===== src/rtl/aes_decipher_sched_pkg.sv =====
// Shared types and constants for the AES decipher scheduler.
package aes_decipher_sched_pkg;

  localparam int unsigned AES_BLOCK_W    = 128;
  localparam int unsigned NUM_ROUNDS_DEF = 10;

  typedef enum logic [1:0] {
    ST_IDLE,
    ST_START,
    ST_RUN,
    ST_RESP
  } sched_state_e;

endpackage


===== src/rtl/aes_decipher_sched_rr_arb2.sv =====
// Two-way round-robin arbiter: on a tie the requester not granted last wins.
module rr_arb2 (
  input  logic [1:0] req,
  input  logic       last,
  output logic [1:0] gnt
);

  always_comb begin
    gnt = '0;
    if (req[0] && (!req[1] || last)) begin
      gnt[0] = 1'b1;
    end else if (req[1]) begin
      gnt[1] = 1'b1;
    end
  end

endmodule


===== src/rtl/aes_decipher_sched.sv =====
// Two-requester scheduler in front of an iterative AES decipher core.
// Optional run watchdog enabled by defining AES_SCHED_TIMEOUT_EN.
module aes_decipher_sched
  import aes_decipher_sched_pkg::*;
#(
  parameter int unsigned NUM_ROUNDS     = NUM_ROUNDS_DEF,
  parameter int unsigned TIMEOUT_CYCLES = 24
) (
  input  logic                   clk,
  input  logic                   rst,
  input  logic                   req0_valid,
  output logic                   req0_ready,
  input  logic [AES_BLOCK_W-1:0] req0_data,
  input  logic                   req1_valid,
  output logic                   req1_ready,
  input  logic [AES_BLOCK_W-1:0] req1_data,
  output logic                   core_start,
  output logic [AES_BLOCK_W-1:0] core_cipher,
  output logic [3:0]             key_idx,
  input  logic                   core_done,
  input  logic [AES_BLOCK_W-1:0] core_plain,
  output logic                   rsp_valid,
  input  logic                   rsp_ready,
  output logic [AES_BLOCK_W-1:0] rsp_data,
  output logic                   rsp_id,
  output logic                   rsp_err,
  output logic                   busy
);

  localparam logic [3:0] KEY_LAST  = 4'(NUM_ROUNDS);
  localparam logic [3:0] KEY_FIRST = 4'(NUM_ROUNDS - 1);

  sched_state_e           state_q, state_d;
  logic [AES_BLOCK_W-1:0] cipher_q, cipher_d;
  logic [AES_BLOCK_W-1:0] data_q, data_d;
  logic                   id_q, id_d;
  logic                   last_q, last_d;
  logic [3:0]             rnd_q, rnd_d;
  logic [1:0]             gnt;

  rr_arb2 u_arb (
    .req  ({req1_valid, req0_valid}),
    .last (last_q),
    .gnt  (gnt)
  );

`ifdef AES_SCHED_TIMEOUT_EN
  localparam int unsigned CNT_W = $clog2(TIMEOUT_CYCLES + 1);
  localparam logic [CNT_W-1:0] CNT_LIMIT = CNT_W'(TIMEOUT_CYCLES - 1);

  logic [CNT_W-1:0] cnt_q, cnt_d;
  logic             err_q, err_d;
`endif

  always_ff @(posedge clk) begin
    if (rst) begin
      state_q  <= ST_IDLE;
      cipher_q <= '0;
      data_q   <= '0;
      id_q     <= 1'b0;
      last_q   <= 1'b1;
      rnd_q    <= '0;
`ifdef AES_SCHED_TIMEOUT_EN
      cnt_q    <= '0;
      err_q    <= 1'b0;
`endif
    end else begin
      state_q  <= state_d;
      cipher_q <= cipher_d;
      data_q   <= data_d;
      id_q     <= id_d;
      last_q   <= last_d;
      rnd_q    <= rnd_d;
`ifdef AES_SCHED_TIMEOUT_EN
      cnt_q    <= cnt_d;
      err_q    <= err_d;
`endif
    end
  end

  always_comb begin
    state_d    = state_q;
    cipher_d   = cipher_q;
    data_d     = data_q;
    id_d       = id_q;
    last_d     = last_q;
    rnd_d      = rnd_q;
    req0_ready = 1'b0;
    req1_ready = 1'b0;
    core_start = 1'b0;
    key_idx    = '0;
`ifdef AES_SCHED_TIMEOUT_EN
    cnt_d      = cnt_q;
    err_d      = err_q;
`endif
    unique case (state_q)
      ST_IDLE: begin
        if (|gnt) begin
          req0_ready = gnt[0];
          req1_ready = gnt[1];
          cipher_d   = gnt[0] ? req0_data : req1_data;
          id_d       = gnt[1];
          last_d     = gnt[1];
          state_d    = ST_START;
        end
      end
      ST_START: begin
        core_start = 1'b1;
        key_idx    = KEY_LAST;
        rnd_d      = KEY_FIRST;
`ifdef AES_SCHED_TIMEOUT_EN
        cnt_d      = '0;
`endif
        state_d    = ST_RUN;
      end
      ST_RUN: begin
        key_idx = rnd_q;
        if (rnd_q != '0) begin
          rnd_d = rnd_q - 4'd1;
        end
`ifdef AES_SCHED_TIMEOUT_EN
        cnt_d = cnt_q + CNT_W'(1);
`endif
        if (core_done) begin
          data_d  = core_plain;
`ifdef AES_SCHED_TIMEOUT_EN
          err_d   = 1'b0;
`endif
          state_d = ST_RESP;
        end
`ifdef AES_SCHED_TIMEOUT_EN
        // cnt_q counts completed RUN cycles; this is the last one allowed
        else if (cnt_q == CNT_LIMIT) begin
          data_d  = '0;
          err_d   = 1'b1;
          state_d = ST_RESP;
        end
`endif
      end
      ST_RESP: begin
        if (rsp_ready) begin
          state_d = ST_IDLE;
        end
      end
      default: state_d = ST_IDLE;
    endcase
  end

  assign core_cipher = cipher_q;
  assign rsp_valid   = (state_q == ST_RESP);
  assign rsp_data    = data_q;
  assign rsp_id      = id_q;
  assign busy        = (state_q != ST_IDLE);
`ifdef AES_SCHED_TIMEOUT_EN
  assign rsp_err     = err_q;
`else
  assign rsp_err     = 1'b0;
`endif

endmodule


===== config.mk =====
export PLATFORM = sky130hd
export DESIGN_NAME = aes_decipher_sched
export DESIGN_NICKNAME = d
export VERILOG_FILES = /design/src/rtl/aes_decipher_sched_pkg.sv /design/src/rtl/aes_decipher_sched_rr_arb2.sv /design/src/rtl/aes_decipher_sched.sv
export SDC_FILE = /design/constraint.sdc
export NUM_CORES = 1
export LEC_CHECK = 0
export ABC_AREA = 0
export ABC_CLOCK_PERIOD_IN_PS = 1500
export BUFFER_PORTS_ARGS = -buffer_cell sky130_fd_sc_hd__buf_4
export CORE_AREA = 2 2 256 258
export DETAILED_ROUTE_END_ITERATION = 7
export DIE_AREA = 0 0 258 260
export GPL_TIMING_DRIVEN = 0
export PLACE_DENSITY = 0.37
export SYNTH_ARGS = -nofsm -noshare
export SYNTH_HDL_FRONTEND = slang
export SYNTH_SLANG_ARGS = --single-unit

===== constraint.sdc =====
create_clock -name clk -period 1.5 [get_ports clk]
set_clock_uncertainty 0.1 [all_clocks]
set_input_delay 0.15 -clock clk [delete_from_list [all_inputs] [get_ports clk]]
set_output_delay 0.15 -clock clk [all_outputs]
set_load 0.05 [all_outputs]

; ---- After elaboration in Yosys (flattened, before gate mapping)
; Index checks and enable logic that the tools add are counted.
[classes]
addsub = 1
multipliers = 0
div = 0
n_lt_le_gt_ge = 0
eq_ne = 7
shift = 0
muxes = 16
bitwise_logic = 0
reduce_logical = 12
[ops]
columns = operator, count
row1 = 2-to-1 mux 128 bit, 1
row2 = case mux 4 bit (2 select lines), 2
row3 = 2-to-1 mux 1 bit, 8
row4 = case mux 2 bit (4 select lines), 1
row5 = 2-to-1 mux 2 bit, 3
row6 = inequality test 2 bit (second input constant), 3
row7 = AND reduction 2 bit, 3
row8 = equality test 2 bit (second input constant), 2
row9 = 2-to-1 mux 4 bit, 1
row10 = nonzero test 2 bit, 2
row11 = nonzero test 4 bit, 1
row12 = subtractor 4 x 1 -> 4 bit (second input constant), 1
row13 = AND reduction 3 bit, 1
row14 = equality test 2 x 1 -> 1 bit (second input constant), 1
row15 = zero test 2 bit, 1
row16 = inequality test 2 x 1 -> 1 bit (second input constant), 1
row17 = OR reduction 2 bit, 1
row18 = logical AND 1 bit, 1
row19 = zero test 1 bit, 1
row20 = logical OR 1 bit, 1
[word_totals]
regBits = 264
latchBits = 0
ramBits = 0
mem_bits_ro = 0
input_bits = 390
output_inout_bits = 267
wordCells = 42
mem_count = 0

; ---- Longest topological paths before layout
; Gate-level depths: netlist of the first run.
[depth]
word_depth = 7
mapped_depth = 7
ltp_nobuf = 5

; ---- Hierarchy
; A second synthesis of the first run with hierarchy kept.
[hier_totals]
hier_cells = 1188
hier_area_um2 = 11038.1
[by_module_without_submodules]
columns = module, instances, cells_per_inst, area_per_inst_um2, seq_area_each_um2
row1 = aes_decipher_sched, 1, 1185, 11019.3, 5285.1
row2 = rr_arb2, 1, 3, 18.8, 0.0

; ---- Worst setup path after synthesis of the first run
; OpenSTA, ideal clock, no wires.
[synth_path]
kind = register to register
from = register state_q[0]
to = register id_q (netlist: rsp_id)
setup_time_ns = 0.181
t_arrival_ns = 2.171
t_required_ns = 1.219
setup_slack_ns = -0.953
stages_incl_launch_ff = 6
path_buffers = 0
synth_period_minus_slack_ns = 2.453
cell_sequence = dfxtp_1 inv_1 ha_1 inv_1 nor3_1 nor3_1
[synth_between]
elab_chain_cells = 2
[synth_lines]
columns = item, line_no
row1 = from (decl), aes_decipher_sched.sv:33  ; sched_state_e state_q, state_d;
row2 = from (signal assigned), aes_decipher_sched.sv:68  ; state_q <= state_d;
row3 = zero test 2 bit, aes_decipher_sched.sv:96  ; unique case (state_q)
row4 = AND reduction 2 bit (no line), -
row5 = to (signal assigned), aes_decipher_sched.sv:71  ; id_q <= id_d;
row6 = to (decl), aes_decipher_sched.sv:36  ; logic id_q, id_d;
; No other way between the ends.
; A chain may end at the register's enable or synchronous reset.

; ---- Final worst setup path of the first run
[layout_path]
from = register state_q[1]
to = output port req0_ready
[layout_between]
elab_chain_cells = 2
[layout_lines]
columns = item, line_no
row1 = zero test 2 bit, aes_decipher_sched.sv:96
row2 = 2-to-1 mux 1 bit, aes_decipher_sched.sv:96
row3 = to (decl), aes_decipher_sched.sv:12  ; output logic req0_ready,
; No other way between the ends.

==> results.md, run 1 <==
- Status: complete, but fails checks
- Failing checks: negative setup slack
- Chip height: 260 µm
- Most common cell after layout, fill and taps aside: buf_4
- Tot GR Track Use: 20.1%
- Latest clock arrival within the worst-skew pair: 0.55 ns
- Post-synth EDFFs: 0
- Slew @ Worst Pin: 0.982 ns
- CTS clock-pin slew for the worst setup and hold paths: 0.06 ns
- Drt wl/cell: 20.8 µm
- Initial DRT Pass Iterations: 5
- Fillers: 6388
- FF+latch area: 0.00530 mm²
- Commonest cells after routing, fill and taps aside: buf_4, dlygate4sd3_1, dfxtp_1
- Core area: 0.0641 mm²
- Vias per cell: 4.40
- TritonCTS clock tree: yes
- Global-route wire length before repair: 102 mm
- Sequential area share after synthesis: 49.4%
- Initial antenna violation count: 15
- Hold WC Path Type: in -> reg
- Synthesized flop and latch total: 264
- CP Cell Sequence: inv_4 > ha_4 > clkinvlp_4 > nor3_4 > buf_6
- Drt drc: 0
- Final worst-path cycle share: 127%
- Inserted Clock Buffers: 38
- Top_reg_cell synth: dfxtp_1
- LEAKAGE: 11.5 nW
- Synth area leaders: dfxtp_1, o21ai_0, nand2_1, a21oi_1, nand3_1
- Peak Freq: 0.523 GHz
- Mean Syn Cell Area: 7.86 µm²
- H-tree Lvls: 2
- Kind of critical path: reg -> out
- Routability cong.: 0.853
- Startpoint types: flip-flop
- Final Power: 46.6 mW
- Final WL: 71.3 mm
- Number of global-route vias before repair: 16010
- Mapped Cells: 1361
- Boundary Pins: 657
- Fin nets: 2930
- Crit. End Element: output pin
- Arrival @ worst endpoint: 1.66 ns
- Die width: 258 µm
- Maxcap violations: 0
- Final slew viol count: 0
- Die area: 0.0671 mm²
- Initial Utilization: 16.7%
- IO buf count: 653
- Global route overflow: 0
- RSZ-0062 raised after global routing: yes
- Data required time of the critical path: 1.25 ns
- Min Tclk post-route: 1.91 ns
- Final setup viols: 267
- Area growth, synth to finish: 150%
- Synth Cell Area: 0.0107 mm²
- Hold Slack: 0.00921 ns
- Maximum vdd ir drop: 1160 µV
- Yosys top cell by area: dfxtp_1
- Clk sink count: 264
- Post-DRT Antenna Nets: 0
- Cell row count: 93
- Largest net degree at the start of global routing: 12
- CTS Root Cell: clkbuf_16
- Slew HR: 34.6%
- Async S/R FF share, synth: 0%
- PwrDens: 1740 mW/mm²
- Layout cells sized above 1: 53.0%
- Routed vias: 15097
- Setup WS post-layout: -0.412 ns
- Crit-path max FO: 4
- CP max stage cell: dfxtp_4
- Share of the synthesized area in the top cell type: 49.4%
- Yosys warns: 0
- Post-detail-place hpwl: 50.0 mm
- Worst path max stage delay: 0.37 ns
- Area occupied by multi-input gates: 0.00711 mm²
- Post-synthesis cell type count: 34
- Initial DRC count: 497
- Syn nets: 1756
- Final Hold Viols: 0
- CTS Buffer Depth: 3
[Yosys cell counts (3+ instances only)]
| cell type | n |
|---|---|
| dfxtp_1 | 264 |
| nand2_1 | 261 |
| o21ai_0 | 196 |
| a21oi_1 | 137 |
| nand3_1 | 128 |
| a31oi_1 | 91 |
| clkbuf_1 | 68 |
| buf_2 | 55 |
| nor2_1 | 40 |
| a311oi_1 | 37 |
| o21ai_1 | 25 |
| buf_4 | 9 |
| buf_1 | 6 |
| inv_1 | 6 |
| ha_1 | 5 |
| buf_6 | 4 |
| nand2b_1 | 4 |
| nor2b_1 | 3 |
[kinds of logic after synthesis]
kind of cell             Yosys count  share of synthesized area (%)
AO/OA/AOI/OAI                    491                           25.5
AND/OR/NAND/NOR                  446                           17.6
flip-flops                       264                           49.4
buffers and inverters            152                           6.60
adder cells (fa/ha/maj)            5                          0.585
multiplexers                       2                          0.187
other                              1                         0.0351
[layout make-up]
class / count / share of cell area, %
timing repair buffer: 1135 / 39.2
multi-input combinational: 945 / 26.6
sequential: 264 / 19.8
buffer: 143 / 5.41
clock buffer: 56 / 4.29
tap: 855 / 3.99
clock inverter: 12 / 0.523
inverter: 8 / 0.145
antenna: 13 / 0.121
[flip-flops by register name (all words and copies together) (netlist names)]
register,flops
core_cipher,128
last_q,1
rnd_q,4
rsp_data,128
rsp_id,1
state_q,2
[per-stage QoR]
| step | utilization [%] | cells | setup slack [ns] | setup TNS [ns] | area (µm²) |
|---|---|---|---|---|---|
| after detailed placement | 26.2 | 2869 | -0.721 | -135.47 | 16800 |
| after floorplan | - | 1361 | -0.222 | -0.555 | 10800 |
| after global placement | 26.2 | 2869 | -0.625 | -124.45 | 16800 |
| final | 41.8 | 3431 | -0.412 | -51.80 | 26800 |
| after CTS | 40.0 | 3402 | -0.498 | -93.69 | 25600 |
| after global routing | 41.8 | 3429 | -0.497 | -67.41 | 26800 |
[worst paths after layout]
check                                                from                            to  slack (ns)  cells past startpoint
worst max-delay path              state_q[1]$_SDFFE_PP0P_                    req0_ready       -0.41                      5
worst min-delay path                           req0_valid       state_q[1]$_SDFFE_PP0P_       0.009                      3
worst max register to register    state_q[1]$_SDFFE_PP0P_  core_cipher[85]$_SDFFE_PP0P_       -0.35                     10
worst min register to register  rsp_data[44]$_SDFFE_PP0P_     rsp_data[44]$_SDFFE_PP0P_        0.35                      2
[critical path: cells and delay by family, from the launching register on]
family                   cells  cell delay [ns]
buffers and inverters        3             0.40
adder cells (fa/ha/maj)      1             0.16
flip-flops                   1             0.37
AND/OR/NAND/NOR              1             0.16
[routing by layer]
metal	vias up	part of all wire (%)	global-route usage, %
met1	7186	37	21.6
li1	7214	-	-
met5	-	0.042	0
met3	123	7.2	5.53
met2	570	52	37.2
met4	4	3.9	8.14
[report_power, final]
| group | switching [mW] | internal, mW | total [mW] |
|---|---|---|---|
| Combinational | 15.4 | 11.8 | 27.1 |
| Sequential | 1.39 | 8.78 | 10.2 |
| Clock | 3.62 | 5.67 | 9.29 |
[timing repair]
item                       CTS  global route
hold buffers               386             0
gates resized for setup    729           272
setup endpoints to repair  272           274
gates cloned                37             9
setup buffers               43            32
hold endpoints to repair   260             0
pin swaps                  177            82
(Power assumes the default switching activity.)
==> run 2: changes to the inputs <==
--- a/config.mk
+++ b/config.mk
@@ -8,11 +8,13 @@
 export ABC_AREA = 0
 export ABC_CLOCK_PERIOD_IN_PS = 1500
 export BUFFER_PORTS_ARGS = -buffer_cell sky130_fd_sc_hd__buf_4
+export CELL_PAD_IN_SITES_DETAIL_PLACEMENT = 1
+export CELL_PAD_IN_SITES_GLOBAL_PLACEMENT = 1
 export CORE_AREA = 2 2 256 258
 export DETAILED_ROUTE_END_ITERATION = 7
 export DIE_AREA = 0 0 258 260
 export GPL_TIMING_DRIVEN = 0
-export PLACE_DENSITY = 0.37
+export PLACE_DENSITY = 0.5
 export SYNTH_ARGS = -nofsm -noshare
 export SYNTH_HDL_FRONTEND = slang
 export SYNTH_SLANG_ARGS = --single-unit
==> run 2 against run 1 <==
  * Hold slack got worse by 0.0034 ns
  * Register-to-register slack gained 0.05 ns
  * Via count decreased by 3.2%
  * Clock-buffer cell count fell by 3
  * Cell count shrank 2.7%
  * Combinational power is 28% lower
  * Sequential share of layout area grew 3.7 points
  * The run still ends with negative setup slack left
  * Largest power group unchanged
  * Power is 18% lower
==> results.md, run 2 (synthesis results as in run 1) <==
- Status: complete, but fails checks
- Failing checks: negative setup slack
- Global route overflow: 0
- DR WL met3: 4.80 mm
- Vias per cell: 4.38
- Post-detail-place hpwl: 51.7 mm
- Setup WS post-layout: -0.410 ns
- Number of global-route vias before repair: 16130
- TritonCTS clock tree: yes
- Slew @ Worst Pin: 0.992 ns
- Data required time of the critical path: 1.25 ns
- H-tree Lvls: 2
- Final WL: 68.8 mm
- Final setup viols: 167
- Placed cell areas: 0.0168 mm²
- Die area: 0.0671 mm²
- Min Tclk post-route: 1.91 ns
- Startpoint types: flip-flop
- PwrDens: 1690 mW/mm²
- Final worst-path cycle share: 127%
- RSZ-0062 raised after global routing: yes
- Arrival @ worst endpoint: 1.66 ns
- Clk sink count: 264
- Crit. End Element: output pin
- Crit-path max FO: 4
- Final Power: 38.0 mW
- Initial DRC count: 476
- R2r setup slk: -0.30 ns
- Core area: 0.0641 mm²
- Area growth, synth to finish: 111%
- Routed vias: 14607
- Inserted Clock Buffers: 36
- Post-DRT Antenna Nets: 0
- Boundary Pins: 657
- Dpl cells: 2869
- Latest clock arrival within the worst-skew pair: 0.54 ns
- Setup TNS: -26.62 ns
- Commonest cells after routing, fill and taps aside: buf_4, dlygate4sd3_1, dfxtp_1
- Placement Setup Slack: -0.614 ns
- Maxcap violations: 0
- LEAKAGE: 9.52 nW
- IO buf count: 653
- Largest net degree at the start of global routing: 12
- Initial Utilization: 16.7%
- Slew HR: 33.8%
- Fin area: 0.0225 mm²
- Fin util: 35.1%
- Initial antenna violation count: 8
- Fin nets: 2847
- Drt wl/cell: 20.6 µm
- Chip height: 260 µm
- Routability cong.: 0.829
- Met2 WL: 35.5 mm
- Max Used Layer: met4
- Most common cell after layout, fill and taps aside: buf_4
- CTS Buffer Depth: 3
- Cell row count: 93
- Final Hold Viols: 0
- CTS clock-pin slew for the worst setup and hold paths: 0.06 ns
- Layout cells sized above 1: 34.5%
- Drt drc: 0
- Layout Cells excl Fill: 3338
- Hold Slack: 0.00584 ns
- Tot GR Track Use: 19.6%
- Initial DRT Pass Iterations: 4
- Die width: 258 µm
- CTS Root Cell: clkbuf_16
- Kind of critical path: reg -> out
- Fillers: 7572
- Hold WC Path Type: in -> reg
- Peak Freq: 0.523 GHz
- Metal-1 WL: 26.6 mm
- Global-route wire length before repair: 100 mm
- Final slew viol count: 0
- Maximum vdd ir drop: 890 µV
[run 2: path summary, 6_finish.rpt]
check	cells past startpoint	startpoint	end
max	4	last_q$_SDFFE_PP1P_	req0_ready
min	3	req0_valid	state_q[1]$_SDFFE_PP0P_
max reg2reg	7	state_q[1]$_SDFFE_PP0P_	core_cipher[104]$_SDFFE_PP0P_
min reg2reg	2	rsp_data[87]$_SDFFE_PP0P_	rsp_data[87]$_SDFFE_PP0P_
[run 2: timing repair]
| action | 4_1_cts | 5_1_grt |
|---|---|---|
| pin swaps | 7 | 1 |
| resized for setup | 132 | 31 |
| setup buffers | 12 | 1 |
| cloned | 1 | 0 |
| setup endpoints to repair | 263 | 264 |
| hold buffers | 386 | 0 |
| hold endpoints to repair | 260 | 0 |
[run 2: worst max-delay path: stages (launching register included)]
cell and delay (ns):
dfxtp_2 0.34, and2b_1 0.22, clkbuf_8 0.15, nor3_4 0.20, buf_6 0.20
[run 2: area by class of cell]
class | count | area [µm²] | area share, %
Clock inverter | 9 | 125 | 0.555
Antenna cell | 7 | 17.5 | 0.0778
Inverter | 8 | 38.8 | 0.172
Buffer | 144 | 1080 | 4.78
Clock buffer | 53 | 1060 | 4.73
Multi-Input combinational cell | 945 | 4890 | 21.7
Timing Repair Buffer | 1053 | 8950 | 39.7
Tap cell | 855 | 1070 | 4.75
Sequential cell | 264 | 5290 | 23.5
[run 2: metal layers]
layer  GRT usage (%)  vias up
met5               0        -
met4            6.41        0
met3            5.48       92
met2            36.8      521
met1            21.1     6987
li1                -     7007
[run 2: report_power, final]
group,internal [mW],switching (mW)
sequential,8.76,1.03
clock,5.28,3.53
combinational,6.76,12.6
==> run 3: changes to the inputs <==
--- a/config.mk
+++ b/config.mk
@@ -14,7 +14,7 @@
 export DETAILED_ROUTE_END_ITERATION = 7
 export DIE_AREA = 0 0 258 260
 export GPL_TIMING_DRIVEN = 0
-export PLACE_DENSITY = 0.5
+export PLACE_DENSITY = 0.63
 export SYNTH_ARGS = -nofsm -noshare
 export SYNTH_HDL_FRONTEND = slang
 export SYNTH_SLANG_ARGS = --single-unit
==> run 3 against run 2 <==
  * The run still ends with negative setup slack left
  * Sequential power up 5%
  * Register-to-register slack worse by 0.08 ns
  * Wire length up 20%
  * Via count up 8.8%
  * Setup slack better by 0.018 ns
  * Largest cell class unchanged
==> results.md, run 3 (synthesis results as in run 1) <==
- Status: complete, but fails checks
- Failing checks: negative setup slack
- Dpl cells: 2869
- Hold WC Path Type: in -> reg
- Routed vias: 15888
- RSZ-0062 raised after global routing: yes
- Drt drc: 0
- Die width: 258 µm
- Commonest cells after routing, fill and taps aside: buf_4, dlygate4sd3_1, dfxtp_1
- Hold Slack: 0.0136 ns
- Final WL: 82.8 mm
- Number of global-route vias before repair: 17283
- CTS clock-pin slew for the worst setup and hold paths: 0.05 ns
- Cell row count: 93
- Switching Power: 20.9 mW
- Sequential Power Share: 22.6%
- Post-detail-place hpwl: 51.8 mm
- Met2 usage: 40.7%
- Slew HR: 16.5%
- Fillers: 7145
- Area occupied by multi-input gates: 0.00710 mm²
- Final Power: 45.6 mW
- Initial antenna violation count: 15
- Final slew viol count: 0
- Peak Freq: 0.528 GHz
- Vias per cell: 4.67
- Global-route wire length before repair: 110 mm
- Area growth, synth to finish: 145%
- Tot GR Track Use: 21.7%
- PwrDens: 1740 mW/mm²
- Maxcap violations: 0
- Met3 Resource Use GR: 6.25%
- Global route overflow: 0
- Latest clock arrival within the worst-skew pair: 0.54 ns
- Final worst-path cycle share: 126%
- Largest net degree at the start of global routing: 12
- Maximum vdd ir drop: 1130 µV
- Layout cells sized above 1: 51.6%
- Clk sink count: 264
- CTS Buffer Depth: 3
- Min Tclk post-route: 1.89 ns
- CP Cell Sequence: inv_4 > ha_4 > buf_4 > nand2_1 > a21oi_4 > buf_8
- FF+latch area: 0.00530 mm²
- H-tree Lvls: 2
- Fin nets: 2911
- Die area: 0.0671 mm²
- Data required time of the critical path: 1.25 ns
- Routability cong.: 0.873
- Kind of critical path: reg -> out
- Setup TNS: -58.16 ns
- Drt wl/cell: 24.3 µm
- Crit. End Element: output pin
- Setup WS post-layout: -0.392 ns
- Worst path max stage delay: 0.36 ns
- Chip height: 260 µm
- Grt met1 use: 22.1%
- Most common cell after layout, fill and taps aside: buf_4
- Arrival @ worst endpoint: 1.64 ns
- IO buf count: 653
- Final Hold Viols: 0
- LEAKAGE: 11.3 nW
- Final setup viols: 270
- CP max stage cell: dfxtp_4
- Crit-path max FO: 5
- Startpoint types: flip-flop
- Post-DRT Antenna Nets: 0
- Clk pwr share: 17.8%
- Sw Ratio: 45.7%
- Boundary Pins: 657
- Initial DRT Pass Iterations: 7
- Core area: 0.0641 mm²
- Comb pwr share: 59.5%
- GR peak layer: met2
- CTS Root Cell: clkbuf_16
- TritonCTS clock tree: yes
- Initial Utilization: 16.7%
- Inserted Clock Buffers: 34
- Slew @ Worst Pin: 1.25 ns
- Layout Cells excl Fill: 3401
- P_int: 24.8 mW
- Initial DRC count: 666
==> run 3: worst max-delay path, delay by kind of cell (launching register included) <==
kind | cells | cell delay (ns)
buf+inv | 3 | 0.36
compound gates | 1 | 0.13
fa+ha+maj | 1 | 0.18
flops | 1 | 0.36
simple gates | 1 | 0.07
==> run 3: power groups by stage <==
stage | Sequential [mW] | Clock, mW | Combinational, mW
floorplan | 15.3 | 0 | 5.13
finish | 10.3 | 8.14 | 27.2
CTS | 10.1 | 8.28 | 24.1
global placement | 9.83 | 0 | 16.8
global route | 10.5 | 8.56 | 28.3
detailed placement | 9.90 | 0 | 17.1
==> run 3: cell type report <==
type,count,share of cell area (%)
repair buffers,1123,39.2
plain buffers,140,5.11
inverters,8,0.158
clock buffers,49,3.85
clock inverters,7,0.239
diodes,10,0.0955
well taps,855,4.08
flip-flops and latches,264,20.2
multi-input cells,945,27.1
==> run 3: path summary, 6_finish.rpt <==
path              cells past startpoint                      from  slack (ns)                       endpoint
setup / recovery                      6   state_q[1]$_SDFFE_PP0P_       -0.39                     req1_ready
hold / removal                        3                req1_valid        0.01        state_q[1]$_SDFFE_PP0P_
setup reg to reg                     10   state_q[1]$_SDFFE_PP0P_       -0.38  core_cipher[104]$_SDFFE_PP0P_
hold reg to reg                       2  rsp_data[5]$_SDFFE_PP0P_        0.37       rsp_data[5]$_SDFFE_PP0P_
==> run 3: timing repair <==
item / CTS / global route
hold buffers: 385 / 1
hold endpoints to repair: 260 / 2
gates resized for setup: 436 / 499
cloned: 17 / 18
endpoints found under the setup margin: 262 / 265
buffers inserted: 33 / 22
pin swaps: 31 / 140
==> run 3: metal layers <==
metal	vias to the layer above	routed length (µm)
li1	7141	-
met3	183	5300
met4	6	3760
met1	7897	30100
met2	661	43600
met5	-	37
==> run 3: metrics by stage <==
stage	util, %	area [µm²]	worst slack, ns
2_1_floorplan	-	10800	-0.222
6_report	40.9	26200	-0.392
4_1_cts	37.1	23800	-0.412
3_5_place_dp	26.2	16800	-0.686
5_1_grt	40.9	26200	-0.480
3_3_place_gp	26.2	16800	-0.658
